[config.mk]
export PLATFORM = sky130hd
export DESIGN_NAME = uart_word_tx
export DESIGN_NICKNAME = d
export VERILOG_FILES = /design/src/rtl/uart_word_tx.sv
export SDC_FILE = /design/constraint.sdc
export NUM_CORES = 1
export LEC_CHECK = 0
export CORE_MARGIN = 1
export CORE_UTILIZATION = 47
export DETAILED_ROUTE_END_ITERATION = 6
export DONT_BUFFER_PORTS = 1
export GPL_TIMING_DRIVEN = 0
export PLACE_DENSITY = 0.71
export SLEW_MARGIN = 20
export SYNTH_ARGS = -nofsm -noshare
export SYNTH_HDL_FRONTEND = slang
export SYNTH_SLANG_ARGS = --single-unit
[constraint.sdc]
create_clock -name clk -period 5.6 [get_ports clk]
set_input_delay 0.84 -clock clk [delete_from_list [all_inputs] [get_ports clk]]
set_output_delay 0.84 -clock clk [all_outputs]
set_load 0.01 [all_outputs]
[src/rtl/uart_word_tx.sv]
// UART transmitter that sends 1 to 4 bytes of a 32-bit word, least significant byte first,
// as 8N1 frames with no idle gap between bytes.
module uart_word_tx #(
  parameter int unsigned CLKS_PER_BIT = 434
) (
  input  logic        clk,
  input  logic        reset,
  input  logic [31:0] word_in,
  input  logic [1:0]  num_bytes,
  input  logic        word_valid,
  output logic        word_ready,
  output logic        tx,
  output logic        busy,
  output logic        done
);

  typedef enum logic [1:0] {IDLE, START, DATA, STOP} state_t;

  localparam logic [15:0] BAUD_MAX = 16'(CLKS_PER_BIT - 1);

  state_t      state, state_next;
  logic [15:0] baud_cnt, baud_next;
  logic [2:0]  bit_cnt, bit_next;
  logic [1:0]  byte_idx, byte_next;
  logic [31:0] word_reg, word_next;
  logic [1:0]  nbytes_reg, nbytes_next;
  logic        tx_next;
  logic        baud_last;
  logic [7:0]  cur_byte;

  assign baud_last  = (baud_cnt == BAUD_MAX);
  assign word_ready = (state == IDLE);
  assign busy       = ~word_ready;
  assign done       = (state == STOP) && baud_last && (byte_idx == nbytes_reg);

  // NOTE: every signal driven here gets a default first, so no path leaves one
  // unassigned and no latch is inferred.
  always_comb begin
    state_next  = state;
    baud_next   = baud_cnt;
    bit_next    = bit_cnt;
    byte_next   = byte_idx;
    word_next   = word_reg;
    nbytes_next = nbytes_reg;

    unique case (state)
      IDLE: begin
        if (word_valid) begin
          state_next  = START;
          word_next   = word_in;
          nbytes_next = num_bytes;
          byte_next   = 2'd0;
          bit_next    = 3'd0;
          baud_next   = 16'd0;
        end
      end
      START: begin
        if (baud_last) begin
          baud_next  = 16'd0;
          bit_next   = 3'd0;
          state_next = DATA;
        end else begin
          baud_next = baud_cnt + 16'd1;
        end
      end
      DATA: begin
        if (baud_last) begin
          baud_next = 16'd0;
          if (bit_cnt == 3'd7) state_next = STOP;
          else                 bit_next   = bit_cnt + 3'd1;
        end else begin
          baud_next = baud_cnt + 16'd1;
        end
      end
      STOP: begin
        if (baud_last) begin
          baud_next = 16'd0;
          if (byte_idx == nbytes_reg) begin
            state_next = IDLE;
          end else begin
            byte_next  = byte_idx + 2'd1;
            state_next = START;
          end
        end else begin
          baud_next = baud_cnt + 16'd1;
        end
      end
      default: state_next = IDLE;
    endcase

    // tx is computed from the upcoming state so the registered line lines up with it.
    cur_byte = word_next[{byte_next, 3'b000} +: 8];
    unique case (state_next)
      START:   tx_next = 1'b0;
      DATA:    tx_next = cur_byte[bit_next];
      default: tx_next = 1'b1;
    endcase
  end

  // NOTE: sequential state uses non-blocking assignments so every register
  // samples the values from before the edge, independent of statement order.
  always_ff @(posedge clk or posedge reset) begin
    if (reset) begin
      state <= IDLE;
    end else begin
      state <= state_next;
    end
  end

  // NOTE: the latched word registers are ordinary flops and are reset along with
  // the control state, so no stale data survives a reset.
  always_ff @(posedge clk or posedge reset) begin
    if (reset) begin
      baud_cnt   <= 16'd0;
      bit_cnt    <= 3'd0;
      byte_idx   <= 2'd0;
      word_reg   <= 32'd0;
      nbytes_reg <= 2'd0;
      tx         <= 1'b1;
    end else begin
      baud_cnt   <= baud_next;
      bit_cnt    <= bit_next;
      byte_idx   <= byte_next;
      word_reg   <= word_next;
      nbytes_reg <= nbytes_next;
      tx         <= tx_next;
    end
  end

endmodule

# Yosys cells after proc, flatten, opt, wreduce, memory -nomap -nowiden
# Cells that the tools add are included.
# op_classes
addsub,3
multipliers,0
div,0
n_lt_le_gt_ge,1
eq_ne,9
n_shift,1
muxes,24
bitwise,1
n_reduce_logical,5
# ops
operator,count
$mux 32,2
$mux 16,2
$pmux 16 s2,1
$shiftx 32x6->8,1
$add 16x1->16 const B,1
$eq 16x9->1 const B,1
$mux 2,8
$mux 3,4
$pmux 3 s3,1
$pmux 2 s4,1
$eq 2x2->1 const B,3
$eq 2x1->1 const B,2
$lt 3x4->1 const B,1
$pmux 2 s2,1
$add 3x1->3 const B,1
$bmux 1 s3,1
$eq 3x3->1 const B,1
$reduce_or 3->1,1
$add 2x1->2 const B,1
$eq 2x2->1,1
$logic_and 1x1->1,2
$logic_not 2->1,1
$mux 1,2
$ne 2x2->1 const B,1
other kinds (3),3
# word_totals
register_bits,58
latchBits,0
mem_bits_rw,0
mem_bits_ro,0
input_bits,37
output_inout_bits,4
elab_cells,51
mem_count,0

# Depth between registers and ports, before layout
# Gate-level depths: netlist of the first run.
# depth
ltp_word,8
mapped_depth,13
depth_no_buf,11

# Least setup slack after synthesis of the first run
# OpenSTA, ideal clock, no wires.
# synth_timing
path_type,register to register
from,register state[0]
to,register tx
setup_ns,0.077
arrival_time_ns,2.451
required_time_ns,5.523
setup_slack_ns,3.071
stages_incl_launch_ff,13
n_path_buf,1
synth_period_minus_slack_ns,2.529
cell_sequence,dfrtp_1 -> inv_1 -> ha_1 -> nor2b_1 -> or2_2 -> nor2_1 -> or3_1 -> buf_6 -> clkinv_4 -> nor3_1 -> nor4_2 -> a22oi_1 -> a31oi_1
# synth_between
elab_cells_between_ends,19
classes_between,eq/ne: 5; shift: 1; mux: 12; reduce/logical: 1
# synth_rtl
item,line_no,text
from (decl),21,"state_t state, state_next;"
from (signal assigned),106,state <= state_next;
$logic_not 2->1,--,
named net word_ready,11,"output logic word_ready,"
$pmux 3 s3,46,unique case (state)
named net bit_next[0],23,"logic [2:0] bit_cnt, bit_next;"
$bmux 1 s3,95,DATA: tx_next = cur_byte[bit_next];
$mux 1 (not written as such),95,
$pmux 1 s2,93,unique case (state_next)
named net tx_next,27,logic tx_next;
to (signal assigned),126,tx <= tx_next;
to (decl),12,"output logic tx,"
# The timed path passes the listed nets, and every way through them passes these cells. The select of a mux whose other input is x is not followed.
# A chain may end at the register's enable or synchronous reset.

# Worst setup path in the final report of the first run
# layout_timing
from,register state[0]
to,register tx
# layout_between
elab_chain_cells,6
elab_cells_between_ends,19
classes_between,eq/ne: 5; shift: 1; mux: 12; reduce/logical: 1
# layout_lines
item,line_no,text
$logic_not 2->1,--,
named net word_ready,11,
$pmux 2 s2,46,
named net byte_next[0],24,"logic [1:0] byte_idx, byte_next;"
$shiftx 32x6->8,92,"cur_byte = word_next[{byte_next, 3'b000} +: 8];"
$bmux 1 s3,95,
$mux 1 (not written as such),95,
$pmux 1 s2,93,
named net tx_next,27,
# The timed path passes the listed nets, and every way through them passes these cells. The select of a mux whose other input is x is not followed.

==> flow_summary.json, run 1 <==
{
  "status": "finished clean",
  "syn_nets": 338,
  "wire_per_inst_um": 16.85,
  "synthesis.area_um2": 3168,
  "syn_avg_cell_area_um2": 10.85,
  "crit_path_end_kind": "flip-flop",
  "hold_buffers": 0,
  "required_ns": 5.85,
  "yosysTopAreaCell": "dfrtp_1",
  "yosys_warnings": 0,
  "die_area_um2": 7073,
  "fmax_mhz": 330.6,
  "min_period_ns": 3.025,
  "period_share": 0.5401,
  "final_area_um2": 3486,
  "synthArstFlopShare": 1.000,
  "ant_nets": 0,
  "relSlewSlack": 0.5246,
  "drt_wl_total_um": 6487,
  "drive_above_1_share": 0.2208,
  "final-hold-violation-count": 0,
  "clock-sinks": 58,
  "r2r_cells": 11,
  "p_per_area_nw_per_um2": 479.6,
  "drv_cap": 0,
  "boundaryPins": 41,
  "cp-start-kind": "flip-flop",
  "final_nets": 349,
  "netlist_instances": 292,
  "drc": 0,
  "grt_pass1_vias": 2175,
  "rsz0062_at_grt": "no",
  "placed_cell_area_um2": 3267,
  "rrSetupSlack_ns": 2.58,
  "area_growth_pct": 10.03,
  "grt_pass1_wl_um": 10670,
  "cts_tree": "done",
  "multi_input_area_um2": 1593,
  "clk_path_buf_depth": 2,
  "grt_max_degree": 59,
  "yosysUniqueCellTypes": 55,
  "n_antenna_cell": 0,
  "largest_reg_flops": 32,
  "fin_skew_ns": 0.008674,
  "gp_congestion": 0.8440,
  "htree_levels": 3,
  "clk_latency_ns": 0.34,
  "clk_pin_slew_worst_paths_ns": 0.07,
  "synth-edff-count": 0,
  "finalMaxSlewViolations": 0,
  "rows": 29,
  "setup_viol": 0,
  "drt_iter0_drc": 168,
  "numCtsBuffers": 9,
  "cts-resized-gates": 0,
  "drtPass1Iterations": 4,
  "die_h_um": 84.10,
  "clock-root-buffer": "clkbuf_8",
  "dieWidth_um": 84.10,
  "ir_drop_mv": 0.2810,
  "grtUsageTotal": 0.1970,
  "vias": 2272,
  "path_max_fanout": 9,
  "ys_seq_elements": 58,
  "hp-class": "in -> async",
  "whs_ns": 0.4925,
  "ys_seq_area_frac": 0.4585,
  "finalPower_mw": 1.672,
  "synth_top_cell_area_share": 0.4502,
  "coreArea_um2": 6422,
  "cp.arrival_ns": 3.28,
  "crit_type": "reg -> reg",
  "synthTopCellsByArea": "dfrtp_1, mux2_2, ha_1",
  "grt_overflow_total": 0,
  "p_leak_nw": 1.561,
  "port_buffers": 0,
  "nFillCells": 544,
  "seqCellArea_um2": 1453,
  "dp_hpwl_um": 4778,
  "cts_setup_buffers": 0,
  "antenna_found_initial": 0,
  "tns_ns": 0,
  "final_common_cell": "dfrtp_1",
  "mostFrequentLayoutCells": "dfrtp_1, mux2_2, nor2_1, inv_1, nor3_1",
  "vias_per_cell": 5.901,
  "tightest_slew_ns": 0.7076,
  "initial_core_util": 0.4933,
  "synthFlopType": "dfrtp_1"
}
[critical path, stage by stage (launching register included)]
cell	delay (ns)
dfrtp_1	0.42
inv_1	0.12
ha_1	0.31
nor2b_1	0.24
or2_2	0.35
o2bb2ai_1	0.22
nor2_2	0.45
inv_2	0.18
nor3_1	0.29
nor4_2	0.08
a22oi_1	0.17
a31oi_1	0.11
[where the power goes]
group          internal (mW)  total [mW]  switching, mW
logic                  0.282       0.611          0.328
clock network          0.261       0.429          0.168
registers              0.570       0.633         0.0625
total                   1.11        1.67          0.558
[final timing paths]
path                                   startpoint                        end
setup / recovery               state[0]$_DFF_PP0_               tx$_DFF_PP1_
hold / removal                              reset    baud_cnt[9]$_DFFE_PP0P_
setup reg to reg               state[0]$_DFF_PP0_               tx$_DFF_PP1_
hold reg to reg            word_reg[10]$_DFF_PP0_     word_reg[10]$_DFF_PP0_
max in group asynchronous                   reset  nbytes_reg[1]$_DFFE_PP0P_
min in group clk           word_reg[10]$_DFF_PP0_     word_reg[10]$_DFF_PP0_
[Yosys cell counts (2+ instances only)]
cell / instances
o31ai_1: 3
clkbuf_1: 7
nor2b_1: 7
and3_1: 4
nand3_1: 11
buf_6: 2
and4_1: 2
nor2_1: 21
xor2_1: 4
a2111o_1: 2
a41oi_1: 2
or3_1: 4
a21o_1: 2
mux2_2: 34
mux2i_1: 9
inv_1: 15
nor3_1: 13
o21ai_0: 10
o221ai_1: 3
o21a_1: 3
a21oi_1: 11
nor4_1: 2
dfrtp_1: 57
ha_1: 9
a31oi_1: 2
nand2b_1: 4
nand2_1: 12
xnor2_1: 7
or2_2: 2
o2111ai_1: 3
[area by class of cell]
| class | count | share of cell area |
|---|---|---|
| Multi-Input combinational cell | 207 | 0.4569 |
| Clock buffer | 11 | 0.04056 |
| Buffer | 10 | 0.01543 |
| Tap cell | 77 | 0.02764 |
| Sequential cell | 58 | 0.4167 |
| Inverter | 17 | 0.02046 |
| Clock inverter | 5 | 0.02225 |
[through the flow]
stage	util	std cells	worst slack [ns]
after global routing	0.5428	385	2.328
after floorplan	-	292	3.071
final	0.5428	385	2.575
after global placement	0.5083	369	2.622
after detailed placement	0.5087	369	2.606
after CTS	0.5428	385	2.592
[layer usage]
metal	part of all wire	up-vias	global-route usage
li1	-	1074	-
met5	0	-	0
met2	0.45	67	0.2899
met1	0.46	1113	0.2684
met4	0.025	0	0.08621
met3	0.058	18	0.06231
[cells by family after synthesis]
| group | Yosys count | synth area share |
|---|---|---|
| simple gates | 91 | 0.1603 |
| compound gates | 52 | 0.1236 |
| fa+ha+maj | 9 | 0.03555 |
| buf+inv | 27 | 0.03870 |
| xor+xnor | 11 | 0.03041 |
| flops | 58 | 0.4585 |
| mux | 44 | 0.1528 |
Note: power is estimated with default switching activity, not from simulation.
==> inputs of run 2 (changes only) <==
--- a/config.mk
+++ b/config.mk
@@ -5,12 +5,13 @@
 export SDC_FILE = /design/constraint.sdc
 export NUM_CORES = 1
 export LEC_CHECK = 0
+export ABC_AREA = 1
 export CORE_MARGIN = 1
 export CORE_UTILIZATION = 47
 export DETAILED_ROUTE_END_ITERATION = 6
 export DONT_BUFFER_PORTS = 1
 export GPL_TIMING_DRIVEN = 0
-export PLACE_DENSITY = 0.71
+export PLACE_DENSITY = 0.73
 export SLEW_MARGIN = 20
 export SYNTH_ARGS = -nofsm -noshare
 export SYNTH_HDL_FRONTEND = slang
==> constraint.sdc (replaced) <==
create_clock -name clk -period 2.55 [get_ports clk]
set_input_delay 0.3825 -clock clk [delete_from_list [all_inputs] [get_ports clk]]
set_output_delay 0.3825 -clock clk [all_outputs]
set_load 0.01 [all_outputs]
==> flow_summary.json, run 2 <==
{
  "cp-start-kind": "flip-flop",
  "crit_type": "reg -> reg",
  "die_h_um": 89.06,
  "clk_pin_slew_worst_paths_ns": 0.07,
  "synth_top_family_by_area": "simple AND/OR/NAND/NOR gates",
  "dieWidth_um": 89.06,
  "critical_path.max_stage_delay_ns": 0.43,
  "n_antenna_cell": 0,
  "net-switching-power_mw": 1.337,
  "relSlewSlack": 0.5278,
  "cp_cell_sequence": "inv_2 > ha_2 > nand2_1 > nor2_1 > nand2_1 > nor2_2 > nor2_1 > nor2_1 > clkbuf_1 > nor3_1",
  "synth-adder-area-share": 0.03161,
  "synthTopCellsByArea": "dfrtp_1, nand2_1, inv_1",
  "yosysTopAreaCell": "dfrtp_1",
  "multi_input_area_um2": 1649,
  "gp_congestion": 0.8782,
  "nFillCells": 761,
  "yosysUniqueCellTypes": 37,
  "syn_avg_cell_area_um2": 7.012,
  "wire_per_inst_um": 13.07,
  "antenna_found_initial": 0,
  "ys_seq_area_frac": 0.4078,
  "synth_simple_gate_area_frac": 0.3210,
  "seqPwrFrac": 0.379,
  "synthTopCellsByCount": "nand2_1, inv_1, nand3_1",
  "fmax_mhz": 421.1,
  "vias": 3114,
  "status": "finished clean",
  "drv_cap": 0,
  "synthFlopType": "dfrtp_1",
  "rsz0062_at_grt": "no",
  "syn_nets": 554,
  "netlist_instances": 508,
  "p_per_area_nw_per_um2": 892.7,
  "grtUsageTotal": 0.2269,
  "synth_top_cell_area_share": 0.4004,
  "crit_slowest_cell": "clkbuf_1",
  "port_buffers": 0,
  "required_ns": 2.75,
  "hp-class": "in -> async",
  "vias_per_cell": 5.006,
  "p_clk_frac": 0.251,
  "die_area_um2": 7931,
  "critPathBufInv": 2,
  "htree_levels": 3,
  "fin_skew_ns": 0.01000,
  "rrSetupSlack_ns": 0.17,
  "ys_seq_elements": 58,
  "synthesis.area_um2": 3562,
  "cp.arrival_ns": 2.57,
  "p_leak_nw": 1.990,
  "drtPass1Iterations": 5,
  "synth_xor_area_frac": 0.007376,
  "min_period_ns": 2.375,
  "drt_iter0_drc": 163,
  "crit_top_cell": "nor2_1",
  "largest_reg_flops": 32,
  "p_int_mw": 2.186,
  "fin_ws_ns": 0.1750,
  "synth_compound_area_frac": 0.09132,
  "clk_latency_ns": 0.34,
  "ir_drop_mv": 0.4385,
  "final_common_cell": "nand2_1",
  "synthArstFlopShare": 1.000,
  "startpoint": "baud_cnt[1]$_DFFE_PP0P_",
  "drive_above_1_share": 0.1128,
  "tightest_slew_ns": 0.7084,
  "dp_hpwl_um": 6080,
  "final-hold-violation-count": 0,
  "grt_pass1_wl_um": 13610,
  "ant_nets": 0,
  "reg2reg_to": "baud_cnt[15]$_DFFE_PP0P_",
  "finalMaxSlewViolations": 0,
  "grt_max_degree": 59,
  "crit_cells": 10,
  "final_nets": 565,
  "grt_overflow_total": 0,
  "drt_wl_total_um": 8127,
  "yosys_warnings": 0,
  "path_max_fanout": 10,
  "coreArea_um2": 7292,
  "clock-sinks": 58,
  "power_frac_comb": 0.370,
  "cts_tree": "done",
  "dp_cells": 607,
  "numCtsBuffers": 9,
  "mostFrequentLayoutCells": "nand2_1, inv_1, nand3_1, dfrtp_1, nor2_1",
  "grt_pass1_vias": 2938,
  "finalNonFillerCells": 622,
  "setup_viol": 0,
  "initial_core_util": 0.4885,
  "synth-edff-count": 0,
  "seqCellArea_um2": 1455,
  "crit_path_end_kind": "flip-flop",
  "clock-root-buffer": "clkbuf_8",
  "synthMuxAreaShare": 0,
  "boundaryPins": 41,
  "period_share": 0.9314,
  "clk_path_buf_depth": 2,
  "drc": 0,
  "area_growth_pct": 10.78,
  "rows": 31,
  "cp_top_family": "simple AND/OR/NAND/NOR gates",
  "p_sw_frac": 0.3796,
  "synth_most_common_cell": "nand2_1",
  "r2r_cells": 10,
  "r2r-start": "baud_cnt[1]$_DFFE_PP0P_",
  "pre_cts_ws_ns": -0.2276
}
[run 2: worst register-to-register path, delay by kind of cell, from the launching register on]
kind                     cells  cell delay [ns]
adder cells (fa/ha/maj)      1             0.21
buffers and inverters        2             0.52
flip-flops                   1             0.39
AND/OR/NAND/NOR              7             1.10
[run 2: logic make-up after synthesis]
| kind of cell | after synthesis |
|---|---|
| DFF | 58 |
| and+or+nand+nor | 250 |
| buffers and inverters | 129 |
| xor gates and xnor gates | 3 |
| adders and majority gates | 9 |
| AOI/OAI and AO/OA | 59 |
[run 2: routing by layer]
layer,track usage,up-vias,share of wire
met5,0,-,0
met4,0.06638,0,0.010
met3,0.05633,8,0.040
met2,0.3622,69,0.47
met1,0.3071,1440,0.48
li1,-,1597,-
[run 2: power by group through the flow]
stage,clock [mW],sequential (mW),combinational [mW]
3_3_place_gp,0,1.34,1.21
2_1_floorplan,0,1.32,0.967
5_1_grt,0.940,1.36,1.52
3_5_place_dp,0,1.35,1.24
6_report,0.883,1.34,1.30
4_1_cts,0.902,1.33,1.27
[run 2: cell type report]
cell class / instances / share of cell area
buffer: 14 / 0.02029
clock buffer: 13 / 0.04280
clock inverter: 2 / 0.008878
inverter: 115 / 0.1100
multi-input combinational: 321 / 0.4179
sequential: 58 / 0.3687
tap: 99 / 0.03139
[run 2: how the worst max path moves through the flow]
stage	to	slack [ns]
2_1_floorplan	baud_cnt[15]$_DFFE_PP0P_	0.39
3_3_place_gp	tx$_DFF_PP1_	-0.25
3_5_place_dp	tx$_DFF_PP1_	-0.23
4_1_cts	baud_cnt[14]$_DFFE_PP0P_	0.002
5_1_grt	tx$_DFF_PP1_	0.009
6_report	baud_cnt[15]$_DFFE_PP0P_	0.17
[run 2: timing repair]
action                     4_1_cts  5_1_grt
hold buffers                     0        0
setup endpoints to repair        5        8
gates resized for setup         10       22
pin swaps                        0        0
buffers inserted                 0        0
[run 2: through the flow]
stage	setup TNS, ns	utilization	hold WS, ns	instance area, um2	power, mW
final	0	0.5412	0.03573	3946	3.523
after detailed placement	-0.4486	0.5058	0.4270	3689	2.590
after CTS	0	0.5364	0.05878	3911	3.499
after global placement	-0.4091	0.5055	0.5523	3686	2.544
after global routing	0	0.5412	0.1053	3946	3.819
after floorplan	0	-	0.5180	3562	2.285
